## config.mk

```make
export PLATFORM = sky130hd
export DESIGN_NAME = tap_recorder
export DESIGN_NICKNAME = d
export VERILOG_FILES = /design/src/rtl/tap_recorder.sv
export SDC_FILE = /design/constraint.sdc
export NUM_CORES = 1
export LEC_CHECK = 0
export CORE_MARGIN = 2
export CORE_UTILIZATION = 50
export CTS_CLUSTER_SIZE = 20
export DETAILED_ROUTE_END_ITERATION = 7
export MAX_ROUTING_LAYER = met4
export PLACE_DENSITY = 0.68
export SLEW_MARGIN = 0
export SYNTH_ARGS = -nofsm -noshare
export SYNTH_HDL_FRONTEND = slang
export SYNTH_SLANG_ARGS = --single-unit
export TNS_END_PERCENT = 20
```

## constraint.sdc

```tcl
create_clock -name clk -period 5.9 [get_ports clk]
set_input_delay 0.885 -clock clk [delete_from_list [all_inputs] [get_ports clk]]
set_output_delay 0.885 -clock clk [all_outputs]
set_load 0.01 [all_outputs]
```

## src/rtl/tap_recorder.sv

```systemverilog
// Cassette write-line recorder: measures falling-edge periods of cass_write and stores
// them as a TAP v1 image in DDRAM through a single-outstanding write handshake.
module tap_recorder #(
    parameter logic [24:0] BASE_ADDR  = 25'h0,
    parameter int          FIFO_DEPTH = 8,
    parameter logic [23:0] MAX_BYTES  = 24'h7FFFFF
) (
    input  logic        clk,
    input  logic        reset,
    input  logic        ce_1m,
    input  logic        cass_motor_n,
    input  logic        cass_write,
    input  logic        rec_start,
    input  logic        rec_stop,
    output logic [24:0] wr_addr,
    output logic [7:0]  wr_data,
    output logic        wr_req,
    input  logic        wr_ack,
    output logic        busy,
    output logic        done,
    output logic        err,
    output logic [23:0] tap_len
);

    localparam int AW = $clog2(FIFO_DEPTH);

    localparam logic [2:0] S_IDLE  = 3'd0;
    localparam logic [2:0] S_HDR   = 3'd1;
    localparam logic [2:0] S_REC   = 3'd2;
    localparam logic [2:0] S_FLUSH = 3'd3;
    localparam logic [2:0] S_LEN   = 3'd4;

    logic [2:0]  state;
    logic [4:0]  hdr_idx;
    logic [1:0]  len_idx;
    logic        stop_pend;
    logic [23:0] timer;
    logic        prev_wr;
    logic        armed;
    logic [23:0] fifo_mem [FIFO_DEPTH];
    logic [AW:0] wr_ptr;
    logic [AW:0] rd_ptr;
    logic [2:0]  enc_left;
    logic [23:0] enc_rest;

    logic        fifo_empty, fifo_full, capture, edge_take, push;
    logic        long_code, fits;
    logic [23:0] timer_inc, head;
    logic [2:0]  code_len;

    function automatic logic [7:0] hdr_byte(input logic [4:0] idx);
        case (idx)
            5'd0:    hdr_byte = 8'h43;
            5'd1:    hdr_byte = 8'h36;
            5'd2:    hdr_byte = 8'h34;
            5'd3:    hdr_byte = 8'h2D;
            5'd4:    hdr_byte = 8'h54;
            5'd5:    hdr_byte = 8'h41;
            5'd6:    hdr_byte = 8'h50;
            5'd7:    hdr_byte = 8'h45;
            5'd8:    hdr_byte = 8'h2D;
            5'd9:    hdr_byte = 8'h52;
            5'd10:   hdr_byte = 8'h41;
            5'd11:   hdr_byte = 8'h57;
            5'd12:   hdr_byte = 8'h01;
            5'd13:   hdr_byte = 8'h03;
            default: hdr_byte = 8'h00;
        endcase
    endfunction

    function automatic logic [7:0] len_byte(input logic [1:0] idx, input logic [23:0] len);
        case (idx)
            2'd0:    len_byte = len[7:0];
            2'd1:    len_byte = len[15:8];
            2'd2:    len_byte = len[23:16];
            default: len_byte = 8'h00;
        endcase
    endfunction

    assign busy       = (state != S_IDLE);
    assign fifo_empty = (wr_ptr == rd_ptr);
    assign fifo_full  = (wr_ptr[AW] != rd_ptr[AW]) && (wr_ptr[AW-1:0] == rd_ptr[AW-1:0]);
    assign capture    = ((state == S_HDR) && !stop_pend) || (state == S_REC);
    assign edge_take  = capture && ce_1m && prev_wr && !cass_write && !rec_stop;
    assign push       = edge_take && armed && !fifo_full;

    // The edge tick itself counts toward the period, so the pushed value includes it.
    assign timer_inc  = (ce_1m && !cass_motor_n && (timer != 24'hFFFFFF)) ? timer + 24'd1 : timer;

    assign head      = fifo_mem[rd_ptr[AW-1:0]];
    assign long_code = (head[23:3] == 21'd0) || (head[23:11] != 13'd0);
    assign code_len  = long_code ? 3'd4 : 3'd1;
    assign fits      = ({1'b0, tap_len} + 25'(code_len)) <= {1'b0, MAX_BYTES};

    always_ff @(posedge clk) begin
        if (push)
            fifo_mem[wr_ptr[AW-1:0]] <= timer_inc;
    end

    always_ff @(posedge clk or posedge reset) begin
        if (reset) begin
            state     <= S_IDLE;
            hdr_idx   <= '0;
            len_idx   <= '0;
            stop_pend <= 1'b0;
            timer     <= '0;
            prev_wr   <= 1'b0;
            armed     <= 1'b0;
            wr_ptr    <= '0;
            rd_ptr    <= '0;
            enc_left  <= '0;
            enc_rest  <= '0;
            wr_addr   <= '0;
            wr_data   <= '0;
            wr_req    <= 1'b0;
            done      <= 1'b0;
            err       <= 1'b0;
            tap_len   <= '0;
        end else begin
            done <= 1'b0;
            if (ce_1m)
                prev_wr <= cass_write;

            // First edge after start only arms; later edges deliver a period.
            if (capture) begin
                if (edge_take) begin
                    timer <= '0;
                    if (!armed)
                        armed <= 1'b1;
                    else if (fifo_full)
                        err <= 1'b1;
                end else begin
                    timer <= timer_inc;
                end
            end
            if (push)
                wr_ptr <= wr_ptr + 1'b1;

            if (wr_req && wr_ack)
                wr_req <= 1'b0;

            case (state)
                S_IDLE: begin
                    if (rec_start) begin
                        state     <= S_HDR;
                        hdr_idx   <= '0;
                        stop_pend <= 1'b0;
                        tap_len   <= '0;
                        err       <= 1'b0;
                        armed     <= 1'b0;
                        timer     <= '0;
                        wr_ptr    <= '0;
                        rd_ptr    <= '0;
                        enc_left  <= '0;
                    end
                end
                S_HDR: begin
                    if (rec_stop)
                        stop_pend <= 1'b1;
                    if (!wr_req) begin
                        wr_req  <= 1'b1;
                        wr_addr <= BASE_ADDR + 25'(hdr_idx);
                        wr_data <= hdr_byte(hdr_idx);
                    end else if (wr_ack) begin
                        if (hdr_idx == 5'd19)
                            state <= (stop_pend || rec_stop) ? S_FLUSH : S_REC;
                        else
                            hdr_idx <= hdr_idx + 5'd1;
                    end
                end
                S_REC, S_FLUSH: begin
                    if ((state == S_REC) && rec_stop)
                        state <= S_FLUSH;
                    if (wr_req) begin
                        if (wr_ack) begin
                            enc_left <= enc_left - 3'd1;
                            tap_len  <= tap_len + 24'd1;
                        end
                    end else if (enc_left != 3'd0) begin
                        wr_req   <= 1'b1;
                        wr_addr  <= BASE_ADDR + 25'd20 + 25'(tap_len);
                        wr_data  <= enc_rest[7:0];
                        enc_rest <= enc_rest >> 8;
                    end else if (fifo_empty) begin
                        if (state == S_FLUSH) begin
                            state   <= S_LEN;
                            len_idx <= '0;
                        end
                    // A code that would overrun capacity ends the take without partial bytes.
                    end else if (fits) begin
                        rd_ptr   <= rd_ptr + 1'b1;
                        enc_left <= code_len;
                        enc_rest <= head;
                        wr_req   <= 1'b1;
                        wr_addr  <= BASE_ADDR + 25'd20 + 25'(tap_len);
                        wr_data  <= long_code ? 8'h00 : head[10:3];
                    end else begin
                        err     <= 1'b1;
                        wr_ptr  <= '0;
                        rd_ptr  <= '0;
                        state   <= S_LEN;
                        len_idx <= '0;
                    end
                end
                S_LEN: begin
                    if (!wr_req) begin
                        wr_req  <= 1'b1;
                        wr_addr <= BASE_ADDR + 25'd16 + 25'(len_idx);
                        wr_data <= len_byte(len_idx, tap_len);
                    end else if (wr_ack) begin
                        if (len_idx == 2'd3) begin
                            state <= S_IDLE;
                            done  <= 1'b1;
                        end else begin
                            len_idx <= len_idx + 2'd1;
                        end
                    end
                end
                default: state <= S_IDLE;
            endcase
        end
    end

endmodule
```

# [After elaboration in Yosys (flattened, before gate mapping)]
# Memories as Yosys holds them, arrays and structs flattened.
# Cells that the tools add are included.
[word_totals] reg_bits=132 ramBits=192 rom_bits=112 inputBits=8 output_inout_bits=61 elab_cells=220 n_memories=2
[classes] add_sub_neg=10 magnitude_cmp=1 n_eq_ne=38 muxes=109 bitwise=1 reduce_logical=42
[mem_list] name="fifo_mem" words=8 width=24 rd=1 rd_ports_with_merged_regs=0 wr=1 line="40" source="logic [23:0] fifo_mem [FIFO_DEPTH];"
[mem_list] name="(name not given)" words=16 width=7 rd=1 rd_ports_with_merged_regs=0 wr=0 line="52" source="case (idx)"
[ops] operator="2-to-1 mux 24 bit" count=11
[ops] operator="2-to-1 mux 25 bit" count=6
[ops] operator="one-hot mux 25 bit (3 select lines)" count=1
[ops] operator="2-to-1 mux 8 bit" count=8
[ops] operator="2-to-1 mux 3 bit" count=20
[ops] operator="adder 24 x 1 -> 24 bit, second input constant" count=2
[ops] operator="one-hot mux 24 bit (2 select lines)" count=1
[ops] operator="one-hot mux 8 bit (3 select lines)" count=2
[ops] operator="2-to-1 mux 4 bit" count=11
[ops] operator="inequality test 2 bit, second input constant" count=16
[ops] operator="2-to-1 mux 1 bit" count=28
[ops] operator="adder 24 x 3 -> 25 bit" count=1
[ops] operator="adder 5 x 24 -> 25 bit, first input constant" count=1
[ops] operator="<= comparator 25 x 23 -> 1 bit, second input constant" count=1
[ops] operator="inequality test 24 bit, second input constant" count=1
[ops] operator="inequality test 3 bit, second input constant" count=8
[ops] operator="logical NOT 21 bit" count=1
[ops] operator="2-to-1 mux 5 bit" count=4
[ops] operator="2-to-1 mux 2 bit" count=8
[ops] operator="one-hot mux 4 bit (2 select lines)" count=2
[ops] operator="nonzero test 13 bit" count=1
[ops] operator="logical AND 1 bit" count=12
[ops] operator="one-hot mux 3 bit (4 select lines)" count=1
[ops] operator="AND reduction 6 bit" count=2
[ops] operator="32 further kinds" count=52

# [Depth between registers and ports, before layout]
# Gate-level depths: netlist of run 1.
[logic_depth] word_depth=15 ltp_mapped=20 ltp_nobuf=15

# [Worst setup path after synthesis of run 1]
# Ideal clock, no wire load.
[synth_timing] path_type="flip-flop to flip-flop" startpoint="register rd_ptr[0]" endpoint="register wr_data[3]" arrival_ps=4032 t_required_ps=5766 path_slack_ps=1734 path_stages_with_launch=20 path_buffers=5 synth_period_minus_slack_ps=4166 cell_sequence="dfrtp_1 > buf_2 > buf_6 > buf_2 > buf_2 > mux2i_1 > nand4_1 > nor4_2 > o21ai_1 > inv_1 > ha_1 > ha_1 > a21oi_1 > or4_1 > nor2_1 > nor4_4 > nor2_2 > buf_2 > mux2i_1 > o211ai_1"
[synth_between] elab_chain_len=9
[synth_lines] item="from (decl)" line="42" source="logic [AW:0] rd_ptr;"
[synth_lines] item="from (signal assigned)" line="191" source="rd_ptr <= rd_ptr + 1'b1;"
[synth_lines] item="parallel branches: the longest is 9 deep, another holds adder 24 x 3 -> 25 bit"
[synth_lines] item="to (signal assigned)" line="163" source="wr_data <= hdr_byte(hdr_idx);"
[synth_lines] item="to (signal assigned)" line="182" source="wr_data <= enc_rest[7:0];"
[synth_lines] item="to (signal assigned)" line="196" source="wr_data <= long_code ? 8'h00 : head[10:3];"
[synth_lines] item="to (decl)" line="16" source="output logic [7:0] wr_data,"
# Several ways; the timed one is not identified. The select of a mux whose other input is x is not followed.
# A chain may end at the register's enable or synchronous reset.

# [Worst setup path in the final report of run 1]
[layout_timing] startpoint="register rd_ptr[1]" endpoint="register wr_data[4]"
# The elaborated chain is that of the path after synthesis.

==> out/summary.md, run 1 <==
Worst setup path
• Critical Path Fanout Max: 57
• buffers and inverters on the worst path: 2
• signal arrival time at the worst endpoint: 5.72 ns
• max incr delay on CP: 0.80 ns
• Data required, critical path: 6.27 ns
• Critical-path top delay cell: sky130_fd_sc_hd__dfrtp_2
• startpoint-to-endpoint class of the critical path: register to register
• sort of element at the end of the critical path: register
• Largest delay share family, worst path: simple AND/OR/NAND/NOR gates
• ordered list of cells on the worst path: mux4_2 > mux2i_1 > nand4_1 > nor4_2 > o21ai_1 > inv_1 > ha_1 > ha_1 > a21oi_1 > or4_1 > nor2_1 > nor4_4 > nor2_4 > buf_12 > mux2i_1 > o211ai_1
• kind of launch point of the worst setup path: register

Power
• switching pwr: 2.40 mW
• Leakage: 6.17 nW
• fraction of power spent switching nets: 33.0%
• power density relative to cell area: 423 mW/mm²
• combinational cell fraction of total power: 29.8%
• worst-case vdd ir drop: 0.000288 V
• part of the power in the clock network: 31.1%
• power consumption: 7.29 mW
• Int Power: 4.88 mW
• sequential group share of total power: 39.2%

Logic synthesis
• fraction of the yosys area taken by sequential cells: 60.5%
• number of flip-flops and latches in the synthesized netlist: 324
• count of different cell masters after synthesis: 76
• Mapped Nets: 1166
• most used flip-flop cell after synthesis: sky130_fd_sc_hd__edfxtp_1
• Synth Cell Area: 0.0150 mm²
• top cell type's share of synthesized area: 38.5%
• number of enable flip-flop cells after synthesis: 192
• cells after synthesis: 1139
• most area-consuming cells after synthesis: sky130_fd_sc_hd__edfxtp_1, sky130_fd_sc_hd__dfrtp_1, sky130_fd_sc_hd__mux4_2
• async set-reset flop share out of synthesis: 40.7%
• Avg Synthesized Cell Area: 13.2 µm²
• dominant cell type by area after synthesis: sky130_fd_sc_hd__edfxtp_1
• most repeated cell in the gate-level netlist after synthesis: sky130_fd_sc_hd__edfxtp_1
• Synthesis Warnings: 0
• top cells by instance count after synthesis: sky130_fd_sc_hd__edfxtp_1, sky130_fd_sc_hd__dfrtp_1, sky130_fd_sc_hd__nand2_1

Clock tree
• number of buffers on the longest clock path: 3
• root buffer cell: sky130_fd_sc_hd__clkbuf_16
• setup fix buffers added after clock tree synthesis: 0
• worst-skew pair later-pin latency: 0.53 ns
• clock buffer count from CTS: 37
• Clock Sink Count: 324
• Hold Buf Count CTS: 0
• count of instances resized after the clock tree is built: 0
• count of H-tree levels built during CTS: 2
• CTS tree: yes
• clk slew on worst S/H paths: 0.06 ns

Drt
• drc violations: 0
• drt total wl: 34.9 mm
• drt first-iter violations: 805
• number of iterations in the first detailed-routing pass: 8
• final antenna-violating net count: 0
• via count: 9573
• post-detailed-route via-to-cell ratio: 5.93
• mean routed wirelength per cell: 21.6 µm

GRT
• most heavily used metal layer in global routing: met2
• number of antenna violations at the first check in global routing: 0
• vias in the first global route: 9474
• global-route wire length before repair: 54.4 mm
• met3 track demand over resource in global routing: 3.41%
• global route total overflow: 0
• met2 layer usage reported by global route: 37.1%
• pin count of the biggest net entering global routing: 83
• global-route met1 utilization: 31.1%
• Global Route Usage Sum: 23.4%

Die
• count of standard-cell rows: 63
• full die area: 0.0314 mm²
• chip width: 177 µm
• die height: 177 µm
• starting density of the core: 50.7%
• total core area: 0.0296 mm²
• number of top-level pins: 69

Timing
• max-slew violation count: 0
• Clock Skews: 0.0330 ns
• Final Hold Viols: 0
• Relative slew margins: 33.8%
• transition time at the pin with the least slew margin: 0.987 ns
• final setup vio count: 0
• final worst path period share: 90.6%
• worst hold-check slack: 0.476 ns
• peak clock frequency supported by timing: 0.187 GHz
• setup repair after global routing missed its margin: no
• setup TNS: 0 ns
• min Tclk post-route: 5.35 ns

Placement
• gpl congestion: 0.845
• number of buffers added on ports: 68
• Area after DPL: 0.0160 mm²
• Detail Placement HPWL: 22.7 mm
• DP Cell Count: 1548

Final layout
• non-filler instance count after layout: 1614
• proportion of layout cells with a drive suffix above 1: 14.9%
• final non-filler cell area: 0.0172 mm²
• diodes inserted: 0
• synthesis-to-layout area growth: 15.0%
• net count of the finished layout: 1224

Min path
• worst hold path type: register to register

Outcome
• run status: complete, no violations

Run
• count of max-cap constraint violations: 0

==> state kept, by name (all words and copies together) (netlist names) <==
| register | count |
|---|---|
| wr_data | 8 |
| tap_len | 24 |
| prev_wr | 1 |
| armed | 1 |
| hdr_idx | 5 |
| err | 1 |
| state | 3 |
| wr_req | 1 |
| done | 1 |
| stop_pend | 1 |
| wr_addr | 25 |
| len_idx | 2 |
| enc_rest | 24 |
| timer | 24 |
| rd_ptr | 4 |
| fifo_mem | 192 |
| wr_ptr | 4 |
| enc_left | 3 |
==> stage by stage <==
| stage | utilization [%] | setup WS, ns |
|---|---|---|
| CTS | 58.3 | 0.566 |
| global placement | 54.3 | 0.795 |
| global route | 58.3 | 0.242 |
| finish | 58.3 | 0.555 |
| detailed placement | 54.3 | 0.627 |
| floorplan | - | 1.49 |
==> cells in the final DEF (no fill, tap or decap), types with 9 or more instances in the layout <==
| master | instances |
|---|---|
| sky130_fd_sc_hd__clkbuf_1 | 9 |
| sky130_fd_sc_hd__nand2_1 | 116 |
| sky130_fd_sc_hd__a31oi_1 | 14 |
| sky130_fd_sc_hd__and3_1 | 12 |
| sky130_fd_sc_hd__xor2_1 | 41 |
| sky130_fd_sc_hd__o21ai_0 | 58 |
| sky130_fd_sc_hd__ha_1 | 19 |
| sky130_fd_sc_hd__mux4_2 | 49 |
| sky130_fd_sc_hd__nand4_1 | 14 |
| sky130_fd_sc_hd__mux2i_1 | 34 |
| sky130_fd_sc_hd__clkdlybuf4s50_1 | 68 |
| sky130_fd_sc_hd__a21oi_1 | 18 |
| sky130_fd_sc_hd__edfxtp_1 | 192 |
| sky130_fd_sc_hd__nand3_1 | 29 |
| sky130_fd_sc_hd__nor3_1 | 26 |
| sky130_fd_sc_hd__buf_4 | 22 |
| sky130_fd_sc_hd__xnor2_1 | 46 |
| sky130_fd_sc_hd__o31ai_1 | 21 |
| sky130_fd_sc_hd__dfrtp_1 | 129 |
| sky130_fd_sc_hd__nor2_1 | 73 |
| sky130_fd_sc_hd__or3_1 | 9 |
| sky130_fd_sc_hd__o22ai_1 | 11 |
| sky130_fd_sc_hd__inv_1 | 17 |
| sky130_fd_sc_hd__mux2_2 | 17 |
| sky130_fd_sc_hd__clkbuf_16 | 37 |
==> path summary, 6_finish.rpt <==
kind | from | end | slack (ns) | depth (start not counted)
max | rd_ptr[1] | wr_data[4] | 0.55 | 16
min | wr_addr[12] | wr_addr[12] | 0.48 | 2
max reg2reg | rd_ptr[1] | wr_data[4] | 0.55 | 16
min reg2reg | wr_addr[12] | wr_addr[12] | 0.48 | 2
max in group asynchronous | reset | enc_rest[16] | 3.78 | 3
min in group asynchronous | reset | wr_ptr[0] | 0.92 | 2
==> power by group through the flow <==
stage / sequential (mW) / clock (mW) / combinational, mW
2_1_floorplan: 2.74 / 0 / 1.67
3_3_place_gp: 2.89 / 0 / 2.13
3_5_place_dp: 2.90 / 0 / 2.16
4_1_cts: 2.85 / 2.30 / 2.17
5_1_grt: 2.89 / 2.39 / 2.36
6_report: 2.86 / 2.26 / 2.17
==> logic make-up after synthesis <==
family / Yosys count / share of synthesized area (%)
compound gates: 175 / 7.82
xor+xnor: 87 / 5.09
fa+ha+maj: 19 / 1.59
buf+inv: 90 / 2.76
flops: 324 / 60.5
mux: 101 / 11.0
simple gates: 343 / 11.2
==> final cells by class <==
cell class / instances / area, µm²
Clock buffer: 48 / 987
Clock inverter: 18 / 206
Fill cell: 2323 / 12300
Inverter: 18 / 72.6
Multi-Input combinational cell: 725 / 5540
Sequential cell: 324 / 9070
Tap cell: 390 / 488
Timing Repair Buffer: 91 / 866
==> layer usage <==
layer,wire (µm),vias up,share of wire [%]
met5,0,-,0
met2,16800,330,48
met4,1080,0,3.1
met1,14800,4808,43
li1,-,4371,-
met3,2120,64,6.1
==> tightest hold or removal path, cell delays in order (launching register included) <==
cell and delay [ns]:
sky130_fd_sc_hd__dfrtp_1 0.34, sky130_fd_sc_hd__nand2_1 0.05, sky130_fd_sc_hd__o31ai_1 0.05
No activity file was read; power rests on OpenSTA's default activity.
==> run 2: changes to the inputs <==
--- a/config.mk
+++ b/config.mk
@@ -5,12 +5,14 @@
 export SDC_FILE = /design/constraint.sdc
 export NUM_CORES = 1
 export LEC_CHECK = 0
+export CAP_MARGIN = 20
 export CORE_MARGIN = 2
 export CORE_UTILIZATION = 50
 export CTS_CLUSTER_SIZE = 20
 export DETAILED_ROUTE_END_ITERATION = 7
 export MAX_ROUTING_LAYER = met4
 export PLACE_DENSITY = 0.68
+export SETUP_SLACK_MARGIN = 0.4
 export SLEW_MARGIN = 0
 export SYNTH_ARGS = -nofsm -noshare
 export SYNTH_HDL_FRONTEND = slang
==> run 2 against run 1 <==
  * Via count grew 0.18%
  * Worst hold slack hardly changed
  * Clock power hardly changed
  * Sequential share of layout area about the same
  * Cell area about the same
  * Combinational power barely moved
  * Largest cell class unchanged
==> out/summary.md, run 2 (same netlist as run 1, synthesis figures left out) <==
Worst setup path
• startpoint-to-endpoint class of the critical path: register to register, unchanged
• kind of launch point of the worst setup path: register, unchanged
• Critical Path Fanout Max: 57, unchanged
• signal arrival time at the worst endpoint: 5.56 ns, was 5.72 ns
• Data required, critical path: 6.27 ns, about the same
• sort of element at the end of the critical path: register, unchanged
• beginning of the critical path: rd_ptr[1], unchanged
• Worst R2R Start: rd_ptr[1], unchanged

Die
• count of standard-cell rows: 63, unchanged
• starting density of the core: 50.7%, unchanged
• number of top-level pins: 69, unchanged
• full die area: 0.0314 mm², unchanged
• die height: 177 µm, unchanged
• total core area: 0.0296 mm², unchanged
• chip width: 177 µm, unchanged

Placement
• number of buffers added on ports: 68, unchanged
• Area after DPL: 0.0160 mm², unchanged
• DP Cell Count: 1548, unchanged
• Detail Placement HPWL: 22.7 mm, unchanged
• gpl congestion: 0.845, unchanged

Timing
• Clock Skews: 0.0341 ns, was 0.0330 ns
• Relative slew margins: 38.8%, was 33.8%
• min Tclk post-route: 5.19 ns, was 5.35 ns
• transition time at the pin with the least slew margin: 0.916 ns, was 0.987 ns
• max-slew violation count: 0, unchanged
• Final Hold Viols: 0, unchanged
• final worst path period share: 87.9%, was 90.6%
• peak clock frequency supported by timing: 0.193 GHz, was 0.187 GHz
• setup TNS: 0 ns, unchanged
• final setup vio count: 0, unchanged
• setup repair after global routing missed its margin: no, unchanged

Final layout
• fillcell total: 2320, was 2323
• proportion of layout cells with a drive suffix above 1: 14.9%, about the same
• final non-filler cell area: 0.0172 mm², about the same
• non-filler instance count after layout: 1615, was 1614
• number of flip-flops under the largest register name: 192, unchanged
• synthesis-to-layout area growth: 15.1%, was 15.0%
• diodes inserted: 0, unchanged
• most frequent standard cell in the layout excluding fill and tap cells: sky130_fd_sc_hd__edfxtp_1, unchanged
• highest-count cells in the layout ignoring fill and taps: sky130_fd_sc_hd__edfxtp_1, sky130_fd_sc_hd__dfrtp_1, sky130_fd_sc_hd__nand2_1, sky130_fd_sc_hd__nor2_1, sky130_fd_sc_hd__clkdlybuf4s50_1, unchanged
• net count of the finished layout: 1225, was 1224

Clock tree
• clock buffer count from CTS: 37, unchanged
• root buffer cell: sky130_fd_sc_hd__clkbuf_16, unchanged
• CTS tree: yes, unchanged
• Hold Buf Count CTS: 0, unchanged
• worst-skew pair later-pin latency: 0.53 ns, about the same
• Clock Sink Count: 324, unchanged
• number of buffers on the longest clock path: 3, unchanged
• clk slew on worst S/H paths: 0.06 ns, about the same
• count of H-tree levels built during CTS: 2, unchanged

GRT
• pin count of the biggest net entering global routing: 83, unchanged
• number of antenna violations at the first check in global routing: 0, unchanged
• global route total overflow: 0, unchanged
• vias in the first global route: 9474, unchanged
• global-route wire length before repair: 54.4 mm, unchanged
• Global Route Usage Sum: 23.4%, unchanged

Drt
• final antenna-violating net count: 0, unchanged
• drt first-iter violations: 821, was 805
• drc violations: 0, unchanged
• post-detailed-route via-to-cell ratio: 5.94, was 5.93
• number of iterations in the first detailed-routing pass: 5, was 8
• mean routed wirelength per cell: 21.6 µm, about the same
• drt total wl: 34.8 mm, was 34.9 mm
• via count: 9590, was 9573

Run
• count of max-cap constraint violations: 0, unchanged

Power
• worst-case vdd ir drop: 0.000288 V, about the same
• power density relative to cell area: 423 mW/mm², about the same
• Leakage: 6.18 nW, was 6.17 nW

Min path
• worst hold path type: register to register, unchanged
• start point of the worst min-delay path: wr_addr[12], unchanged

Outcome
• run status: complete, no violations, unchanged

[run 2: changes by cell type in the layout (fill, tap and decap cells not counted), sizes merged]
cell	change
buf	+1
[run 2: worst paths after layout]
| check | slack (ns) | to | depth (start not counted) |
|---|---|---|---|
| setup reg to reg | 0.71 | wr_data[4] | 16 |
| max in group asynchronous | 3.77 | enc_rest[16] | 3 |
| hold / removal | 0.48 | wr_addr[12] | 2 |
| min in group asynchronous | 0.91 | wr_ptr[0] | 2 |
| hold reg to reg | 0.48 | wr_addr[12] | 2 |
| setup / recovery | 0.71 | wr_data[4] | 16 |
[run 2: final cells by class]
type | count | area, µm² | share of cell area, %
Tap cell | 390 | 488 | 2.83
Multi-Input combinational cell | 725 | 5540 | 32.1
Clock inverter | 18 | 206 | 1.20
Sequential cell | 324 | 9070 | 52.6
Clock buffer | 48 | 987 | 5.72
Inverter | 18 | 72.6 | 0.421
Timing Repair Buffer | 92 | 877 | 5.09
[run 2: where the power goes]
group / internal [mW] / switching (mW)
clock: 1.36 / 0.900
combinational: 0.945 / 1.22
sequential: 2.58 / 0.274
total: 4.89 / 2.40
[run 2: stage by stage]
step	utilization (%)	power (mW)	worst slack [ns]	hold WS, ns
6_report	58.3	7.29	0.713	0.476
5_1_grt	58.3	7.64	0.418	0.499
4_1_cts	58.3	7.33	0.566	0.481
3_5_place_dp	54.3	5.06	0.627	0.468
3_3_place_gp	54.3	5.02	0.795	0.463
2_1_floorplan	-	4.41	1.49	0.457
[run 2: layer usage]
layer | GRT usage (%) | wire length [µm]
met2 | 37.1 | 16800
met3 | 3.41 | 2000
met1 | 31.1 | 14900
met5 | - | 0
met4 | 8.20 | 1100
[run 2: critical path, stage by stage (launching register included)]
cell and delay (ns):
sky130_fd_sc_hd__dfrtp_4 0.68, sky130_fd_sc_hd__mux4_2 0.56, sky130_fd_sc_hd__mux2i_1 0.29, sky130_fd_sc_hd__nand4_1 0.16, sky130_fd_sc_hd__nor4_2 0.64, sky130_fd_sc_hd__o21ai_1 0.29, sky130_fd_sc_hd__inv_1 0.11, sky130_fd_sc_hd__ha_1 0.17
sky130_fd_sc_hd__ha_1 0.15, sky130_fd_sc_hd__a21oi_1 0.06, sky130_fd_sc_hd__or4_1 0.40, sky130_fd_sc_hd__nor2_1 0.27, sky130_fd_sc_hd__nor4_4 0.10, sky130_fd_sc_hd__nor2_4 0.45, sky130_fd_sc_hd__buf_12 0.32, sky130_fd_sc_hd__mux2i_1 0.25
sky130_fd_sc_hd__o211ai_1 0.12
[run 2: repair_timing]
action / in CTS / in global routing
setup buffers: 0 / 0
gates resized for setup: 0 / 2
setup endpoints to repair: 0 / 20
==> run 3: changes to the inputs <==
--- a/config.mk
+++ b/config.mk
@@ -8,7 +8,6 @@
 export CAP_MARGIN = 20
 export CORE_MARGIN = 2
 export CORE_UTILIZATION = 50
-export CTS_CLUSTER_SIZE = 20
 export DETAILED_ROUTE_END_ITERATION = 7
 export MAX_ROUTING_LAYER = met4
 export PLACE_DENSITY = 0.68
==> results of run 3 <==
Same layout as run 2: the final DEF is identical, and so are final timing and power.
